--- src/rtl/conv_job_ctrl.sv ---
`timescale 1ns/1ps
// Job-level sequencer for one convolution pass: latches a layer config, runs the
// prepare stage, then the matrix and result phases, and reports completion status.
module conv_job_ctrl #(
    parameter int PREP_TIMEOUT = 255,
    parameter int CNT_W        = 16,
    parameter int TENSOR_W     = 8,
    parameter int KERNEL_W     = 8,
    parameter int CHANNELS_W   = 8,
    parameter int STRIDE_W     = 4,
    parameter int KNUMS_W      = 8
) (
    input  logic                  clk,
    input  logic                  rstn,
    input  logic                  cfg_valid,
    output logic                  cfg_ready,
    input  logic [TENSOR_W-1:0]   cfg_tensor_size,
    input  logic [KERNEL_W-1:0]   cfg_kernel_size,
    input  logic [CHANNELS_W-1:0] cfg_channels,
    input  logic [STRIDE_W-1:0]   cfg_stride,
    input  logic [KNUMS_W-1:0]    cfg_kernel_nums,
    output logic [TENSOR_W-1:0]   prep_tensor_size,
    output logic [KERNEL_W-1:0]   prep_kernel_size,
    output logic [CHANNELS_W-1:0] prep_channels,
    output logic [STRIDE_W-1:0]   prep_stride,
    output logic [KNUMS_W-1:0]    prep_kernel_nums,
    output logic                  prep_rstn,
    output logic                  prep_start,
    input  logic                  prep_enable,
    output logic                  mm_start,
    input  logic                  mm_done,
    output logic                  res_start,
    input  logic                  res_done,
    input  logic                  abort,
    output logic                  busy,
    output logic                  job_done,
    output logic [1:0]            job_err,
    output logic [CNT_W-1:0]      job_count
);

    localparam int TMO_W = (PREP_TIMEOUT < 2) ? 1 : $clog2(PREP_TIMEOUT);
    localparam logic [TMO_W-1:0] TMO_LAST = TMO_W'(PREP_TIMEOUT - 1);

    localparam logic [1:0] ERR_OK    = 2'd0;
    localparam logic [1:0] ERR_CFG   = 2'd1;
    localparam logic [1:0] ERR_TMO   = 2'd2;
    localparam logic [1:0] ERR_ABORT = 2'd3;

    typedef enum logic [2:0] {
        S_IDLE,
        S_PREP,
        S_MM,
        S_RES,
        S_DONE
    } state_t;

    state_t                state_q, state_d;
    logic [TMO_W-1:0]      tmo_q, tmo_d;
    logic                  first_q, first_d;
    logic [1:0]            err_q, err_d;
    logic [CNT_W-1:0]      cnt_q, cnt_d;
    logic [TENSOR_W-1:0]   tsize_q, tsize_d;
    logic [KERNEL_W-1:0]   ksize_q, ksize_d;
    logic [CHANNELS_W-1:0] chan_q, chan_d;
    logic [STRIDE_W-1:0]   stride_q, stride_d;
    logic [KNUMS_W-1:0]    knums_q, knums_d;
    logic                  cfg_bad;

    assign cfg_bad = (cfg_kernel_size == '0) || (cfg_stride == '0) ||
                     (cfg_channels == '0) || (cfg_kernel_nums == '0) ||
                     (32'(cfg_kernel_size) > 32'(cfg_tensor_size));

    always_ff @(posedge clk or negedge rstn) begin
        if (!rstn) begin
            state_q  <= S_IDLE;
            tmo_q    <= '0;
            first_q  <= 1'b0;
            err_q    <= ERR_OK;
            cnt_q    <= '0;
            tsize_q  <= '0;
            ksize_q  <= '0;
            chan_q   <= '0;
            stride_q <= '0;
            knums_q  <= '0;
        end else begin
            state_q  <= state_d;
            tmo_q    <= tmo_d;
            first_q  <= first_d;
            err_q    <= err_d;
            cnt_q    <= cnt_d;
            tsize_q  <= tsize_d;
            ksize_q  <= ksize_d;
            chan_q   <= chan_d;
            stride_q <= stride_d;
            knums_q  <= knums_d;
        end
    end

    always_comb begin
        state_d  = state_q;
        tmo_d    = tmo_q;
        first_d  = 1'b0;
        err_d    = err_q;
        cnt_d    = cnt_q;
        tsize_d  = tsize_q;
        ksize_d  = ksize_q;
        chan_d   = chan_q;
        stride_d = stride_q;
        knums_d  = knums_q;

        unique case (state_q)
            S_IDLE: begin
                if (cfg_valid) begin
                    tsize_d  = cfg_tensor_size;
                    ksize_d  = cfg_kernel_size;
                    chan_d   = cfg_channels;
                    stride_d = cfg_stride;
                    knums_d  = cfg_kernel_nums;
                    tmo_d    = '0;
                    if (cfg_bad) begin
                        state_d = S_DONE;
                        err_d   = ERR_CFG;
                    end else begin
                        state_d = S_PREP;
                        err_d   = ERR_OK;
                    end
                end
            end
            S_PREP: begin
                if (abort) begin
                    state_d = S_DONE;
                    err_d   = ERR_ABORT;
                end else if (prep_enable) begin
                    state_d = S_MM;
                    first_d = 1'b1;
                end else if (tmo_q == TMO_LAST) begin
                    state_d = S_DONE;
                    err_d   = ERR_TMO;
                end else begin
                    tmo_d = tmo_q + TMO_W'(1);
                end
            end
            // Completion inputs are ignored during the start-pulse cycle of each phase.
            S_MM: begin
                if (abort) begin
                    state_d = S_DONE;
                    err_d   = ERR_ABORT;
                end else if (!first_q && mm_done) begin
                    state_d = S_RES;
                    first_d = 1'b1;
                end
            end
            S_RES: begin
                if (abort) begin
                    state_d = S_DONE;
                    err_d   = ERR_ABORT;
                end else if (!first_q && res_done) begin
                    state_d = S_DONE;
                end
            end
            S_DONE: begin
                state_d = S_IDLE;
                if (err_q == ERR_OK) cnt_d = cnt_q + CNT_W'(1);
            end
            default: state_d = S_IDLE;
        endcase
    end

    assign cfg_ready        = (state_q == S_IDLE);
    assign busy             = (state_q != S_IDLE);
    assign prep_rstn        = (state_q != S_IDLE);
    assign prep_start       = (state_q == S_PREP);
    assign mm_start         = (state_q == S_MM) && first_q;
    assign res_start        = (state_q == S_RES) && first_q;
    assign job_done         = (state_q == S_DONE);
    assign job_err          = err_q;
    assign job_count        = cnt_q;
    assign prep_tensor_size = tsize_q;
    assign prep_kernel_size = ksize_q;
    assign prep_channels    = chan_q;
    assign prep_stride      = stride_q;
    assign prep_kernel_nums = knums_q;

endmodule

--- config.mk ---
export PLATFORM = sky130hd
export DESIGN_NAME = conv_job_ctrl
export DESIGN_NICKNAME = d
export VERILOG_FILES = /design/src/rtl/conv_job_ctrl.sv
export SDC_FILE = /design/constraint.sdc
export NUM_CORES = 1
export LEC_CHECK = 0
export CORE_MARGIN = 1.5
export CORE_UTILIZATION = 51
export CTS_BUF_LIST = sky130_fd_sc_hd__clkbuf_8
export DETAILED_ROUTE_END_ITERATION = 12
export GPL_TIMING_DRIVEN = 0
export PLACE_DENSITY = 0.88
export SETUP_SLACK_MARGIN = 0.1
export SLEW_MARGIN = 20
export SYNTH_ARGS = -nofsm -noshare
export SYNTH_HDL_FRONTEND = slang
export SYNTH_SLANG_ARGS = --single-unit
--- constraint.sdc ---
create_clock -name clk -period 5 [get_ports clk]
set_input_delay 1 -clock clk [delete_from_list [all_inputs] [get_ports clk]]
set_output_delay 1 -clock clk [all_outputs]
set_load 0.01 [all_outputs]
# Word level (Yosys, flattened, before mapping)
# Index checks and enable logic that the tools add are counted.
# word_totals
ff_bits	66
latchBits	0
ramBits	0
romBits	0
input_bits	43
output_inout_bits	61
word_cells	79
memories	0
# classes
addsub	2
mul	0
div	0
order_cmp	1
eq_ne	15
n_shift	0
n_mux	27
n_bitwise	0
reduce_logical	24
# ops
op	count
8-bit 2-to-1 mux	4
3-bit 2-to-1 mux	9
8-bit logical NOT	3
16-bit by 1-bit adder with 16-bit output (second input constant)	1
8-bit case mux with 2 select lines	1
3-bit case mux with 4 select lines	1
2-bit 2-to-1 mux	5
5-bit AND reduction	2
8-bit by 1-bit adder with 8-bit output (second input constant)	1
8-bit == test (second input constant)	1
8-bit > comparator	1
2-bit inequality test (second input constant)	4
3-bit by 2-bit == test with 1-bit output (second input constant)	2
3-bit inequality test (second input constant)	2
2-bit case mux with 3 select lines	1
3-bit nonzero test	2
1-bit 2-to-1 mux	5
1-bit logical AND	4
4-bit logical NOT	1
1-bit logical OR	4
4-bit by 1-bit inequality test with 1-bit output (second input constant)	1
2-bit AND reduction	2
4-bit AND reduction	1
3-bit by 1-bit == test with 1-bit output (second input constant)	1
other kinds (10)	10

# Depth between registers and ports, before layout
# logic_depth
word_depth	8
ltp_mapped	8
mapped_depth_nobuf	7

# Worst setup path before layout
# OpenSTA, ideal clock, no wires.
# synth_path
kind	in2reg
startpoint	input port abort
endpoint	register state_q[0]
setup_ns	0.121
arrival_ns	2.224
required_time_ns	4.879
path_slack_ns	2.655
cell_stages	5
n_path_buf	0
cell_sequence	or4b_1 a211o_1 o211ai_1 nor3_1 a22o_1
# synth_via
elab_chain_len	2
word_cells_on_any_way	8
cone_classes	3 x eq/ne; 4 x mux; 1 x reduce/logical
# synth_rtl
item	line	text
start: declaration	34	input logic abort,
4-bit by 1-bit inequality test with 1-bit output (no source line), or another cell as far along	n/a	
4-bit AND reduction (no source line) / 3-bit case mux with 4 select lines (equally long branches)	n/a	
end signal: assignment	86	state_q <= state_d;
end: declaration	57	state_t state_q, state_d;
# Several ways; a longest one is shown, not always the timed one.
# A chain may end at the register's enable or synchronous reset.

# Final worst setup path
# layout_path
startpoint	register state_q[1]
endpoint	output port res_start
# layout_via
elab_chain_len	2
# layout_rtl
item	line	text
3-bit by 2-bit == test with 1-bit output	174	assign res_start = (state_q == S_RES) && first_q;
1-bit logical AND	174	
end: declaration	32	output logic res_start,
# Every way passes these cells.

==> reports/qor.yml <==
run_status: "completed"
h-tree-depth: 3
cts_post_setup_buffers_inserted: 0
p_clk_share_pct: 23.4
grt_antenna_before_repair: 0
postSynthRegisterBits: 66
slew_viol_final: 0
p_int_mw: 1.568
yosysUniqueCellTypes: 43
clock_tree.buffer_depth: 2
cts_repair_resize_count: 0
finalNetCount: 506
drt_pass1_iterations: 4
report.power.total_mw: 2.382
layout_min_cycle_time_ps: 3099
detailroute.via_count: 2953
finalWeightedCongestion: 0.8937
cts.sink_count: 66
worst_r2r_endpoint: "tmo_q[4]"
wire_per_inst_um: 16.00
path_class: "reg -> out"
critical_path_peak_fanout: 10
antenna_violating_nets_post_route: 0
mappedNetlistArea_um2: 3169
avgSynthCellArea_um2: 9.404
setup.worst_path.end_class: "primary output"
period_share_pct: 61.97
clk_root_buffer_cell: "sky130_fd_sc_hd__clkbuf_8"
design.die.area_um2: 6696
worst_r2r_path_depth: 6
detailed_place_hpwl_um: 6179
core_area_um2: 5956
routed_wirelength_um: 8512
syn-num-nets: 391
std_cell_rows: 28
viasPerCell: 5.551
groute.usage.overall_pct: 27.32
dpl-instance-area_um2: 4312
max-cap-violations: 0
worstSkewPairLatency_ps: 340
register_to_register_setup_slack_ps: 2940
rsz0062_at_grt: "false"
remaining_drc_errors: 0
critical_path_required_ps: 4000
dp.cells: 516
p_leak_nw: 2.125
tns_ps: 0
synthTopCellsByArea: "sky130_fd_sc_hd__dfrtp_1, sky130_fd_sc_hd__nand2_1, sky130_fd_sc_hd__ha_1, sky130_fd_sc_hd__xnor2_1, sky130_fd_sc_hd__nor4_1"
first_global_vias: 2832
holdCritStartpoint: "prep_kernel_size[4]"
hp-class: "reg -> reg"
initial_core_util_pct: 53.21
drtIter0Drc: 171
flow.area_growth_from_synthesis_pct: 43.94
final-instance-count-excl-fill: 532
post-synth-top-area-fraction_pct: 52.11
total_switching_power_mw: 0.8134
antenna_cells: 0
worstReg2RegStart: "state_q[2]"
yosys.area.top_type: "sky130_fd_sc_hd__dfrtp_1"
maximum_number_of_pins_on_one_net_before_global_route_repair: 37
power_density_nw_per_um2: 522.1
grt_first_pass_wirelength_um: 13620
peak_freq_ghz: 0.3227
io_pins: 104
hold_path_end: "prep_kernel_size[4]"
port_buffers: 103
power.ir.vdd_worst_mv: 0.3197
hold_buffers: 0
critPathLaunch: "state_q[1]"
power.share.switching_pct: 34.15
setup_violations: 0
cts.reportedPaths.clkPinSlew_ps: 70
max-slew-margin-rel_pct: 63.69
die_y_um: 81.83
combinationalPowerShare_pct: 41.7
final_core_utilization_pct: 76.60
final_hold_viol_count: 0
tritoncts: "yes"
post_synthesis_cells: 337
cts_made_buffers: 9
die_w_um: 81.83
hold_path_depth: 2
yosysWarnings: 0
final_layout_size_suffix_gt1_share_pct: 7.877
worst_ep_arrival_time_ps: 2100
grt.overflow.total: 0
critical_path.startpoint_type: "register"
sequentialPowerShare_pct: 34.9
final.setup_skew_ps: 7.718
synth_sequential_area_ratio_pct: 52.11
stdcell_area_um2: 4562
worst-slew-pin-transition_ps: 542.3
sequential cells by signal (all words and copies together), names as in the netlist:
name and cells:
prep_channels 8, prep_kernel_nums 8, tmo_q 8, first_q 1, state_q 3, prep_kernel_size 8
job_count 16, prep_stride 4, job_err 2, prep_tensor_size 8
stage by stage:
stage          hold slack [ps]  setup slack (ps)
5_1_grt                  498.6              1792
2_1_floorplan            490.2              2655
3_3_place_gp             457.0             825.9
3_5_place_dp             461.6              1864
6_report                 475.2              1901
4_1_cts                  477.5              1899
worst max path at each step:
stage | end | slack (ps) | depth (start not counted)
final | res_start | 1900 | 4
after global routing | mm_start | 1790 | 5
after CTS | res_start | 1900 | 4
after detailed placement | state_q[2] | 1860 | 8
after global placement | tmo_q[0] | 830 | 1
after floorplan | state_q[0] | 2660 | 5
worst max-delay path, cell delays in order, from the launching register on:
cell	delay, ps
sky130_fd_sc_hd__dfrtp_1	470
sky130_fd_sc_hd__buf_2	260
sky130_fd_sc_hd__nor2b_1	280
sky130_fd_sc_hd__and3_1	210
sky130_fd_sc_hd__clkdlybuf4s50_1	540
power by group through the flow:
stage | clock, mW | combinational, mW | sequential [mW]
floorplan | 0 | 0.381 | 0.903
global placement | 0 | 0.950 | 0.829
detailed placement | 0 | 0.981 | 0.841
CTS | 0.563 | 0.995 | 0.831
global route | 0.583 | 1.09 | 0.856
finish | 0.557 | 0.993 | 0.832
per-layer routing:
metal	up-vias	share of wire, %	track usage (%)
li1	1370	-	-
met1	1423	40	33.91
met2	140	49	46.07
met3	20	8.5	5.556
met4	0	2.1	11.86
met5	-	0	0
final cells by class:
| cell class | count | area (um2) |
|---|---|---|
| repair buffers | 104 | 1049 |
| multi-input cells | 244 | 1403 |
| plain buffers | 13 | 62.56 |
| flip-flops and latches | 66 | 1652 |
| fillers | 398 | 1394 |
| inverters | 14 | 52.55 |
| clock buffers | 10 | 137.6 |
| clock inverters | 6 | 112.6 |
| well taps | 75 | 93.84 |
Yosys cell counts:
library cell and instances:
sky130_fd_sc_hd__nand2_1 110, sky130_fd_sc_hd__dfrtp_1 66, sky130_fd_sc_hd__inv_1 14, sky130_fd_sc_hd__xnor2_1 14
sky130_fd_sc_hd__ha_1 11, sky130_fd_sc_hd__a21oi_1 10, sky130_fd_sc_hd__nor2_1 10, sky130_fd_sc_hd__o21ai_0 10
sky130_fd_sc_hd__nor4_1 9, sky130_fd_sc_hd__buf_2 8, sky130_fd_sc_hd__nand3_1 8, sky130_fd_sc_hd__nand4_1 7
sky130_fd_sc_hd__o211ai_1 5, sky130_fd_sc_hd__and3_1 4, sky130_fd_sc_hd__clkbuf_1 4, sky130_fd_sc_hd__nor3_1 4
sky130_fd_sc_hd__and2_1 3, sky130_fd_sc_hd__and4_1 3, sky130_fd_sc_hd__nand2b_1 3, sky130_fd_sc_hd__xor2_1 3
sky130_fd_sc_hd__a211oi_1 2, sky130_fd_sc_hd__a21o_1 2, sky130_fd_sc_hd__a31o_2 2, sky130_fd_sc_hd__mux2_2 2
sky130_fd_sc_hd__mux2i_1 2, sky130_fd_sc_hd__nor2b_1 2, sky130_fd_sc_hd__o21ai_1 2, sky130_fd_sc_hd__or4_1 2
sky130_fd_sc_hd__a2111oi_0 1, sky130_fd_sc_hd__a211o_1 1, sky130_fd_sc_hd__a211oi_2 1, sky130_fd_sc_hd__a21oi_2 1
sky130_fd_sc_hd__a22o_1 1, sky130_fd_sc_hd__buf_4 1, sky130_fd_sc_hd__nand3b_1 1, sky130_fd_sc_hd__nor3b_2 1
sky130_fd_sc_hd__nor3b_4 1, sky130_fd_sc_hd__nor4b_4 1, sky130_fd_sc_hd__o21a_1 1, sky130_fd_sc_hd__o41ai_1 1
sky130_fd_sc_hd__or3_1 1, sky130_fd_sc_hd__or3b_1 1, sky130_fd_sc_hd__or4b_1 1
layout by cell type, fill, tap and decap left out, drive strengths merged, types with 2 or more instances in the layout:
cell type,n
o211ai,5
clkdlybuf4s50,102
and3,4
nor2b,2
dfrtp,66
clkbuf,14
and4,3
mux2,2
nor2,10
nor4,9
nand3,8
ha,11
a21oi,11
nand2b,3
bufinv,3
o21ai,12
xor2,3
nand4,7
or4,2
and2,3
nand2,110
a31o,2
nor3,4
a211oi,3
xnor2,14
clkinv,2
buf,11
a21o,2
nor3b,2
inv,15
mux2i,2
cells by family after synthesis:
logic type                 after synthesis  share of synthesized area (%)
adders and majority gates               11                          4.343
buffers and inverters                   27                          3.632
DFF                                     66                          52.11
xor gates and xnor gates                17                          4.698
AOI/OAI and AO/OA                       40                          8.172
and+or+nand+nor                        172                          25.70
muxes                                    4                          1.342
Power figures use the tool's default switching activity.
